===== src/rtl/io_ctrl.sv =====
// LED/button I/O controller: synchronises and debounces buttons, latches sticky
// press events with an interrupt, and drives LEDs as off/on/blink/follow-button.
module io_ctrl #(
    parameter int NB                = 2,
    parameter int NL                = 2,
    parameter int DEBOUNCE_CYCLES   = 16,
    parameter int BLINK_HALF_PERIOD = 1000000
) (
    input  logic            clk_i,
    input  logic            rst_i,
    input  logic [NB-1:0]   button_i,
    output logic [NB-1:0]   button_o,
    output logic [NB-1:0]   press_pending_o,
    input  logic [NB-1:0]   event_clear_i,
    output logic            irq_o,
    input  logic [2*NL-1:0] led_mode_i,
    output logic [NL-1:0]   led_o
);

    localparam int CW = (DEBOUNCE_CYCLES > 1) ? $clog2(DEBOUNCE_CYCLES) : 1;
    localparam int PW = (BLINK_HALF_PERIOD > 1) ? $clog2(BLINK_HALF_PERIOD) : 1;
    localparam logic [CW-1:0] CNT_MAX = CW'(DEBOUNCE_CYCLES - 1);
    localparam logic [PW-1:0] PRE_MAX = PW'(BLINK_HALF_PERIOD - 1);

    typedef enum logic [1:0] {
        LED_OFF    = 2'b00,
        LED_ON     = 2'b01,
        LED_BLINK  = 2'b10,
        LED_FOLLOW = 2'b11
    } led_mode_e;

    logic [NB-1:0] sync1_q;
    logic [NB-1:0] sync2_q;
    logic [CW-1:0] cnt_q [NB];
    logic [CW-1:0] cnt_d [NB];
    logic [NB-1:0] button_q;
    logic [NB-1:0] button_d;
    logic [NB-1:0] pending_q;
    logic [NB-1:0] pending_d;
    logic          irq_q;
    logic [PW-1:0] pre_q;
    logic [PW-1:0] pre_d;
    logic          phase_q;
    logic          phase_d;
    logic [NL-1:0] led_q;
    logic [NL-1:0] led_d;

    always_ff @(posedge clk_i or posedge rst_i) begin
        if (rst_i) begin
            sync1_q <= '0;
            sync2_q <= '0;
        end else begin
            sync1_q <= button_i;
            sync2_q <= sync1_q;
        end
    end

    // A level is accepted only after it has differed from the stable state for
    // DEBOUNCE_CYCLES consecutive clocks; any agreement restarts the count.
    always_comb begin
        button_d = button_q;
        for (int i = 0; i < NB; i++) begin
            cnt_d[i] = '0;
            if (sync2_q[i] != button_q[i]) begin
                if (cnt_q[i] == CNT_MAX) begin
                    button_d[i] = sync2_q[i];
                end else begin
                    cnt_d[i] = cnt_q[i] + CW'(1);
                end
            end
        end
    end

    always_comb begin
        pending_d = (pending_q & ~event_clear_i) | (button_d & ~button_q);
    end

    always_ff @(posedge clk_i or posedge rst_i) begin
        if (rst_i) begin
            for (int i = 0; i < NB; i++) begin
                cnt_q[i] <= '0;
            end
            button_q  <= '0;
            pending_q <= '0;
            irq_q     <= 1'b0;
        end else begin
            for (int i = 0; i < NB; i++) begin
                cnt_q[i] <= cnt_d[i];
            end
            button_q  <= button_d;
            pending_q <= pending_d;
            irq_q     <= |pending_q;
        end
    end

    always_comb begin
        pre_d   = (pre_q == PRE_MAX) ? '0 : pre_q + PW'(1);
        phase_d = phase_q ^ (pre_q == PRE_MAX);
    end

    // Follow mode wraps LED indices onto the available buttons.
    always_comb begin
        led_d = '0;
        for (int i = 0; i < NL; i++) begin
            case (led_mode_e'(led_mode_i[2*i +: 2]))
                LED_OFF:    led_d[i] = 1'b0;
                LED_ON:     led_d[i] = 1'b1;
                LED_BLINK:  led_d[i] = phase_q;
                LED_FOLLOW: led_d[i] = button_q[i % NB];
                default:    led_d[i] = 1'b0;
            endcase
        end
    end

    always_ff @(posedge clk_i or posedge rst_i) begin
        if (rst_i) begin
            pre_q   <= '0;
            phase_q <= 1'b0;
            led_q   <= '0;
        end else begin
            pre_q   <= pre_d;
            phase_q <= phase_d;
            led_q   <= led_d;
        end
    end

    assign button_o        = button_q;
    assign press_pending_o = pending_q;
    assign irq_o           = irq_q;
    assign led_o           = led_q;

endmodule


===== config.mk =====
export PLATFORM = sky130hd
export DESIGN_NAME = io_ctrl
export DESIGN_NICKNAME = d
export VERILOG_FILES = /design/src/rtl/io_ctrl.sv
export SDC_FILE = /design/constraint.sdc
export NUM_CORES = 1
export LEC_CHECK = 0
export BUFFER_PORTS_ARGS = -buffer_cell sky130_fd_sc_hd__buf_2
export CAP_MARGIN = 20
export CORE_MARGIN = 3
export CORE_UTILIZATION = 57
export CTS_CLUSTER_SIZE = 25
export DETAILED_ROUTE_END_ITERATION = 8
export PLACE_DENSITY = 0.78
export SKIP_LAST_GASP = 1
export SLEW_MARGIN = 5
export SYNTH_ARGS = -nofsm -noshare
export SYNTH_HDL_FRONTEND = slang
export SYNTH_SLANG_ARGS = --single-unit

===== constraint.sdc =====
create_clock -name clk_i -period 2.1 [get_ports clk_i]
set_input_delay 0.105 -clock clk_i [delete_from_list [all_inputs] [get_ports clk_i]]
set_output_delay 0.105 -clock clk_i [all_outputs]
set_load 0.1 [all_outputs]

==> results of run 1 <==
repair_timing:
| action | 4_1_cts | 5_1_grt |
|---|---|---|
| endpoints found under the hold margin | 46 | 0 |
| gates resized for setup | 0 | 0 |
| hold buffers | 9 | 0 |
synthesized netlist by cell type:
master	count	share of area [%]
nor2b_1	3	1.1
nor4b_1	1	0.50
inv_1	11	2.4
or3_1	2	0.72
or4b_1	1	0.58
o21bai_1	1	0.43
nand4b_1	2	1.0
nor2_1	11	2.4
or4_1	1	0.43
nor3_1	1	0.29
ha_1	3	2.2
xnor2_1	11	5.5
or4_4	1	0.65
o31ai_1	3	1.3
nor3_2	1	0.58
or2_1	1	0.36
a21oi_2	1	0.50
buf_4	2	0.86
o41ai_1	1	0.50
o21ai_0	5	1.4
a31oi_1	2	0.72
buf_6	1	0.65
or2_2	1	0.36
o32ai_1	2	1.0
and3_2	1	0.43
nor4_1	1	0.36
dfrtp_1	40	58
xor2_1	7	3.5
and4_1	1	0.50
nand4_1	4	1.4
nor3b_1	2	0.86
nand2_1	9	1.9
and3_1	4	1.4
a21oi_1	9	2.6
nand3_1	9	2.6
nand3b_1	1	0.43
area by class of cell:
class	count	area share, %
sequential	40	49.2
multi-input combinational	103	33.0
timing repair buffer	29	9.85
clock inverter	3	2.09
inverter	11	2.03
tap	31	1.91
clock buffer	5	1.85
flip-flops by register name, summed over array words and instances (netlist names), 2 cells and up:
| register | cells |
|---|---|
| button_o | 2 |
| cnt_q | 8 |
| led_o | 2 |
| pre_q | 20 |
| press_pending_o | 2 |
| sync1_q | 2 |
| sync2_q | 2 |
power groups by stage:
stage,registers [uW],logic [uW],clock network [uW]
after floorplan,828,33.2,0
after CTS,798,87.4,509
after detailed placement,813,73.6,0
after global routing,801,96.3,543
after global placement,811,70.1,0
final,798,86.8,493
routing by layer:
metal | track usage, % | wire, um | part of all wire (%) | vias to the layer above
li1 | - | - | - | 614
met1 | 23.7 | 1460 | 45 | 629
met2 | 34.6 | 1580 | 49 | 25
met3 | 6.71 | 142 | 4.4 | 4
met4 | 8.98 | 49 | 1.5 | 0
met5 | 0 | 0 | 0 | -
stage by stage:
stage | utilization (%) | hold slack [ns]
2_1_floorplan | - | 0.136
3_3_place_gp | 65.9 | 0.214
3_5_place_dp | 65.9 | 0.215
4_1_cts | 71.9 | 0.368
5_1_grt | 71.9 | 0.380
6_report | 71.9 | 0.368
logic make-up (layout without fill, tap and decap cells):
| family | Yosys count | count (layout) |
|---|---|---|
| AND/OR/NAND/NOR | 58 | 58 |
| XOR/XNOR | 18 | 18 |
| buffers and inverters | 14 | 48 |
| AO/OA/AOI/OAI | 24 | 24 |
| adder cells (fa/ha/maj) | 3 | 3 |
| flip-flops | 40 | 40 |
path summary, 6_finish.rpt:
kind / from / end / slack [ns] / cells after the start
min in group asynchronous: rst_i / cnt_q[5] / 0.41 / 4
setup / recovery: pre_q[0] / pre_q[18] / 0.24 / 5
hold / removal: sync1_q[0] / sync2_q[0] / 0.37 / 0
max in group asynchronous: rst_i / pre_q[15] / 1.36 / 4
hold reg to reg: sync1_q[0] / sync2_q[0] / 0.37 / 0
setup reg to reg: pre_q[0] / pre_q[18] / 0.24 / 5
worst reg2reg max path, delay by kind of cell, from the launching register on:
kind / cells / cell delay [ns]
simple gates: 3 / 0.97
flops: 1 / 0.39
fa+ha+maj: 1 / 0.25
compound gates: 1 / 0.17
==> qor.txt, run 1 <==
area of the multi-input gates = 672 um2
Slowest cell on crit path = or4b_1
YS warnings = 0
outcome = completed
clock share of power = 35.8%
Sw Pwr = 310 uW
vias = 1272
Slew Viols, Final = 0
Reg area = 1000 um2
Final HPWL DP = 2.25 mm
unique cell type count in the Yosys netlist = 36
Core Area = 2830 um2
DRC = 0
post-synthesis simple-gate area fraction = 18.9%
Slew HR = 67.1%
Overflow after GRT = 0
Final Worst Setup Slack = 0.244 ns
Overall Power = 1380 uW
area delta synth->final = 16.8%
largest family of logic cells by synthesized area = simple AND/OR/NAND/NOR gates
VDD IR max = 0.000458 V
RSZ-0062 raised after global routing = no
fraction of synthesized area in multiplexers = 0%
setup TNS = 0 ns
GRT Util Overall = 20.5%
Largest stage delay, worst path = 0.48 ns
Period minus WS final = 1.86 ns
First-pass DRT Iterations = 5
Die ar. = 3750 um2
Cells after Synth = 157
Setup CP Type = reg2reg
Post-Synth Adder-Cell Area = 2.16%
final period utilization = 88.4%
Die X = 61.3 um
post-CTS setup buffers = 0
CP Cell Sequence = ha_1 > nand3_1 > nor3_1 > or4b_1 > a21oi_1
worst min path class = reg2reg
CP delay by family, top = simple AND/OR/NAND/NOR gates
overall routed net length = 3.24 mm
fmax = 0.539 GHz
Seq/Total Area, Yosys = 57.5%
cell area after layout = 2030 um2
Non-Filler Instances = 222
syn nets = 170
most frequent cells in the layout = dfrtp_1, buf_2, inv_1, xnor2_1, nor2_1
crit path buf inv count = 0
input/output buffers = 16
number of global-route vias before repair = 1240
critical path fanouts, max = 4
WP data arrival = 2.12 ns
skew final = 0.00748 ns
io pins = 17
most common cell after layout, fill and taps aside = dfrtp_1
clk_lat worst skew = 0.34 ns
TritonCTS Buffers = 5
Leakage Power = 0.000936 uW
initial core utilization = 61.5%
sequential power share = 57.9%
Antenna Nets Post-Route = 0
Setup Slack @ Placement = 0.291 ns
root buf cell = clkbuf_4
Tightest Pin Transition = 0.497 ns
synthesized cell area = 1740 um2
Max-Cap Viols = 0
CTS tree = yes
row count = 19
number of fill cells in the layout = 203
switching share of total power = 22.5%
clock buffer depth = 2
clock-pin transition on the worst setup and hold timing paths = 0.12 ns
Final setup viols = 0
pwr dens = 678 nW/um2
CP startpoint kind = register
CTS sink cnt = 40
internal power consumption = 1070 uW
largest net degree at the start of global routing = 41
layout cells sized above 1 = 17.3%
post-DR wirelength/cell = 14.6 um
number of diodes = 0
CP Capture Type = register
# nets final = 203
#FFs+latches synth = 40
vias per std cell = 5.73
Syn Area/Cell = 11.1 um2
compound-cell area share of the yosys netlist = 8.48%
xor/xnor share of the synthesized area = 9.06%
die height = 61.3 um
# placed instances = 205
H-tree levels = 2
DRT iter0 DRCs = 83
Final Hold Vio Count = 0
Logic pwr share = 6.3%
Placed Area = 1860 um2
GPL Wtd Cong = 0.875
Required @ worst endpoint = 2.37 ns
first-pass GRT wire length = 5.44 mm
initial antenna violation count = 0
Note: power is estimated with default switching activity, not from simulation.
==> inputs of run 2 (changes only) <==
Settings changed: RECOVER_POWER from default to 25.
==> qor.txt, run 2 (synthesis results as in run 1) <==
outcome = completed
DRT iter0 DRCs = 84 (+1.2%)
# nets final = 203 (unchanged)
input/output buffers = 16 (unchanged)
GPL Wtd Cong = 0.875 (unchanged)
io pins = 17 (unchanged)
number of fill cells in the layout = 204 (+0.49%)
Core Area = 2830 um2 (unchanged)
Resize count post-CTS = 0 (unchanged)
fin util = 71.8% (-0.089 points)
area delta synth->final = 16.7%
# placed instances = 205 (unchanged)
VDD IR max = 0.000458 V (about the same)
number of global-route vias before repair = 1240 (unchanged)
largest net degree at the start of global routing = 41 (unchanged)
Reg with most FFs = pre_q
Die X = 61.3 um (unchanged)
Required @ worst endpoint = 2.37 ns (about the same)
setup TNS = 0 ns (unchanged)
first-pass GRT wire length = 5.44 mm (unchanged)
most frequent cells in the layout = dfrtp_1, buf_2, inv_1, xnor2_1, nor2_1
CP startpoint kind = register
critical path fanouts, max = 4 (unchanged)
Slew HR = 36.9% (-30 points)
FF-to-FF path depth = 5 (unchanged)
root buf cell = clkbuf_4
WP data arrival = 2.12 ns (about the same)
Setup CP Type = reg2reg
clock buffer depth = 2 (unchanged)
overall routed net length = 3.23 mm (-0.22%)
initial core utilization = 61.5% (unchanged)
CTS tree = yes
pwr dens = 678 nW/um2 (about the same)
CP Capture Type = register
max reg flops = 20 (unchanged)
Tightest Pin Transition = 0.947 ns (+0.450 ns)
clk_lat worst skew = 0.34 ns (about the same)
Antenna Nets Post-Route = 0 (unchanged)
initial antenna violation count = 0 (unchanged)
Overflow after GRT = 0 (unchanged)
skew final = 0.00752 ns (+0.0000437 ns)
First-pass DRT Iterations = 5 (unchanged)
Leakage Power = 0.000935 uW (about the same)
fmax = 0.540 GHz (+0.28%)
clock-pin transition on the worst setup and hold timing paths = 0.12 ns (about the same)
H-tree levels = 2 (unchanged)
DRC = 0 (unchanged)
final period utilization = 88.1% (-0.25 points)
row count = 19 (unchanged)
hold path depth = 0 (unchanged)
vias = 1273 (+0.079%)
hold slack = 0.368 ns (+0.0000100 ns)
Final setup viols = 0 (unchanged)
CTS sink cnt = 40 (unchanged)
worst min path class = reg2reg
vias per std cell = 5.73 (about the same)
post-DR wirelength/cell = 14.5 um (-0.22%)
Non-Filler Instances = 222 (unchanged)
GRT Util Overall = 20.5% (unchanged)
Final HPWL DP = 2.25 mm (unchanged)
Slew Viols, Final = 0 (unchanged)
Die ar. = 3750 um2 (unchanged)
die height = 61.3 um (unchanged)
Period minus WS final = 1.85 ns (-0.00525 ns)
TritonCTS Buffers = 5 (unchanged)
Max-Cap Viols = 0 (unchanged)
RSZ-0062 raised after global routing = no
layout cells sized above 1 = 17.3% (unchanged)
Final Hold Vio Count = 0 (unchanged)
biggest registers after layout = pre_q (20), cnt_q (8)
number of diodes = 0 (unchanged)
most common cell after layout, fill and taps aside = dfrtp_1
run 2: cell count changes in the layout (fill, tap and decap cells not counted), sizes merged:
cell / delta
buf: -1
clkbuf: +1
run 2: path summary, 6_finish.rpt:
check,slack (ns),from,endpoint
worst max-delay path,0.25,pre_q[0],pre_q[18]
worst min-delay path,0.37,sync1_q[0],sync2_q[0]
worst max register to register,0.25,pre_q[0],pre_q[18]
worst min register to register,0.37,sync1_q[0],sync2_q[0]
max in group asynchronous,0.93,rst_i,pre_q[15]
min in group asynchronous,0.58,rst_i,cnt_q[5]
run 2: cell type report:
cell class              instances  area (um2)  area share (%)
flip-flops and latches         40        1000            49.3
well taps                      31        38.8            1.91
inverters                      11        41.3            2.03
clock buffers                   5        37.5            1.85
repair buffers                 29         198            9.74
clock inverters                 3        42.5            2.09
multi-input cells             103         672            33.1
run 2: metrics by stage:
stage / total power (uW) / worst slack, ns / area, um2
final: 1380 / 0.249 / 2030
after CTS: 1390 / 0.274 / 2030
after global routing: 1440 / 0.125 / 2030
after global placement: 881 / 0.338 / 1860
after floorplan: 862 / 0.498 / 1740
after detailed placement: 886 / 0.291 / 1860
run 2: worst max-delay path, stage by stage (launching register included):
cell and delay, ns:
dfrtp_1 0.39, ha_1 0.25, nand3_1 0.17, nor3_1 0.32
or4b_1 0.48, a21oi_1 0.17
run 2: per-layer routing:
metal,track usage [%],wire [um],share of wire (%),vias up
met1,23.7,1450,45,630
li1,-,-,-,614
met3,6.71,142,4.4,4
met2,34.6,1580,49,25
met4,8.98,49,1.5,0
met5,0,0,0,-
run 2: timing repair:
| item | in CTS | in global routing |
|---|---|---|
| setup endpoints to repair | 0 | 0 |
| hold buffers | 9 | 0 |
| setup buffers | 0 | 0 |
| endpoints found under the hold margin | 46 | 0 |
run 2: report_power, final:
group | switching [uW] | leakage [uW] | total (uW) | internal (uW)
Combinational | 52.6 | 0.000367 | 86.1 | 33.5
Sequential | 12.1 | 0.000527 | 798 | 786
Clock | 245 | 0.0000412 | 493 | 248
==> inputs of run 3 (changes only) <==
--- a/config.mk
+++ b/config.mk
@@ -9,8 +9,8 @@
 export CAP_MARGIN = 20
 export CORE_MARGIN = 3
-export CORE_UTILIZATION = 57
+export CORE_UTILIZATION = 34
 export CTS_CLUSTER_SIZE = 25
 export DETAILED_ROUTE_END_ITERATION = 8
-export PLACE_DENSITY = 0.78
+export PLACE_DENSITY = 0.52
 export RECOVER_POWER = 25
 export SKIP_LAST_GASP = 1
==> constraint.sdc (replaced) <==
create_clock -name clk_i -period 2.1 [get_ports clk_i]
set_input_delay 0.315 -clock clk_i [delete_from_list [all_inputs] [get_ports clk_i]]
set_output_delay 0.315 -clock clk_i [all_outputs]
set_load 0.1 [all_outputs]
==> qor.txt, run 3 (synthesis results as in run 1) <==
post-CTS setup buffers = 0 (unchanged)
Slowest cell on crit path = or4b_1
cell area after layout = 2020 um2 (-0.68%)
Slew HR = 38.0% (+1.1 points)
HP Start = button_i[0]
CP delay by family, top = simple AND/OR/NAND/NOR gates
Setup CP Type = reg2reg
most common cell after layout, fill and taps aside = dfrtp_1
VDD IR max = 0.000347 V (-24%)
Core Area = 4850 um2 (+71%)
area delta synth->final = 15.9%
DRC = 0 (unchanged)
outcome = completed
RSZ-0062 raised after global routing = no
clock buffer depth = 2 (unchanged)
CP Capture Type = register
row count = 25 (+6)
Die ar. = 6010 um2 (+60%)
Required @ worst endpoint = 2.31 ns (-0.06 ns)
CP startpoint kind = register
vias per std cell = 4.70 (-18%)
CP Cell Sequence = ha_1 > nand3_1 > nor3_1 > or4b_1 > a21oi_1
Largest stage delay, worst path = 0.47 ns (about the same)
Overflow after GRT = 0 (unchanged)
most frequent cells in the layout = dfrtp_1, buf_2, inv_1, xnor2_1, nor2_1
FF-to-FF Start = pre_q[0]
WP data arrival = 1.95 ns (-0.17 ns)
GRT Util Overall = 11.5% (-8.9 points)
io pins = 17 (unchanged)
# nets final = 194 (-4.4%)
max reg flops = 20 (unchanged)
Slew Viols, Final = 0 (unchanged)
final period utilization = 82.7% (-5.4 points)
overall routed net length = 3.08 mm (-4.6%)
die height = 77.5 um (+27%)
Tightest Pin Transition = 0.930 ns (-0.0170 ns)
initial core utilization = 35.9% (-26 points)
Max-Cap Viols = 0 (unchanged)
CTS tree = yes
Final HPWL DP = 2.23 mm (-0.86%)
GPL Wtd Cong = 0.731 (-16%)
crit path buf inv count = 0 (unchanged)
Resize count post-CTS = 0 (unchanged)
biggest registers after layout = pre_q (20), cnt_q (8)
hold buffers post-CTS = 0 (-9)
input/output buffers = 16 (unchanged)
post-DR wirelength/cell = 12.4 um (-15%)
DRT iter0 DRCs = 101 (+20%)
Antenna Nets Post-Route = 0 (unchanged)
layout cells sized above 1 = 18.1% (+0.85 points)
setup TNS = 0 ns (unchanged)
initial antenna violation count = 0 (unchanged)
number of diodes = 0 (unchanged)
Placed Area = 1910 um2 (+2.4%)
Die X = 77.5 um (+27%)
skew final = 0.00676 ns (-0.000756 ns)
fin util = 41.6% (-30 points)
Final Hold Vio Count = 0 (unchanged)
pwr dens = 733 nW/um2 (+8.0%)
clock-pin transition on the worst setup and hold timing paths = 0.08 ns (-0.04 ns)
CP Launch Point = pre_q[0]
Period minus WS final = 1.74 ns (-0.113 ns)
first-pass GRT wire length = 5.47 mm (+0.50%)
fmax = 0.575 GHz (+6.5%)
H-tree levels = 2 (unchanged)
Reg with most FFs = pre_q
number of global-route vias before repair = 1184 (-4.5%)
CTS sink cnt = 40 (unchanged)
largest net degree at the start of global routing = 41 (unchanged)
First-pass DRT Iterations = 4 (-1)
worst min path class = in2reg
vias = 1171 (-8.0%)
critical path fanouts, max = 4 (unchanged)
root buf cell = clkbuf_8
Final setup viols = 0 (unchanged)
clk_lat worst skew = 0.29 ns (-0.05 ns)
Leakage Power = 0.000909 uW (-2.8%)
TritonCTS Buffers = 5 (unchanged)
==> run 3: report_power, final <==
| group | internal (uW) | switching (uW) |
|---|---|---|
| Combinational | 21.8 | 48.8 |
| Sequential | 785 | 11.8 |
| Clock | 351 | 259 |
| Total | 1160 | 319 |
==> run 3: final timing paths <==
| kind | end | slack, ns | cells past startpoint |
|---|---|---|---|
| max in group asynchronous | button_o[1] | 1.22 | 3 |
| min in group asynchronous | pre_q[4] | 0.30 | 3 |
| hold reg to reg | sync2_q[0] | 0.35 | 0 |
| setup reg to reg | pre_q[18] | 0.36 | 5 |
| setup / recovery | pre_q[18] | 0.36 | 5 |
| hold / removal | sync1_q[0] | 0.13 | 1 |
==> run 3: worst register-to-register path, cell delays in order (launching register included) <==
cell	delay, ns
dfrtp_1	0.37
ha_1	0.24
nand3_1	0.17
nor3_1	0.25
or4b_1	0.47
a21oi_1	0.17
==> run 3: cell type report <==
type	instances	area [um2]
multi-input combinational	103	672
fill	463	2830
clock buffer	5	68.8
clock inverter	3	42.5
timing repair buffer	20	108
tap	67	83.8
inverter	11	41.3
sequential	40	1000
==> run 3: metrics by stage <==
stage	instances	setup slack (ns)	hold slack [ns]	total power, uW
after detailed placement	241	0.369	0.335	886
after global routing	249	0.186	0.122	1560
after global placement	241	0.462	0.334	882
after CTS	249	0.349	0.124	1500
after floorplan	157	0.498	0.331	862
final	249	0.362	0.134	1480
==> run 3: metal layers <==
layer / GRT usage (%) / vias up / wire length (um)
li1: - / 592 / -
met1: 14.5 / 555 / 1550
met2: 18.3 / 19 / 1360
met3: 3.36 / 5 / 123
met4: 5.34 / 0 / 46
met5: 0 / - / 0
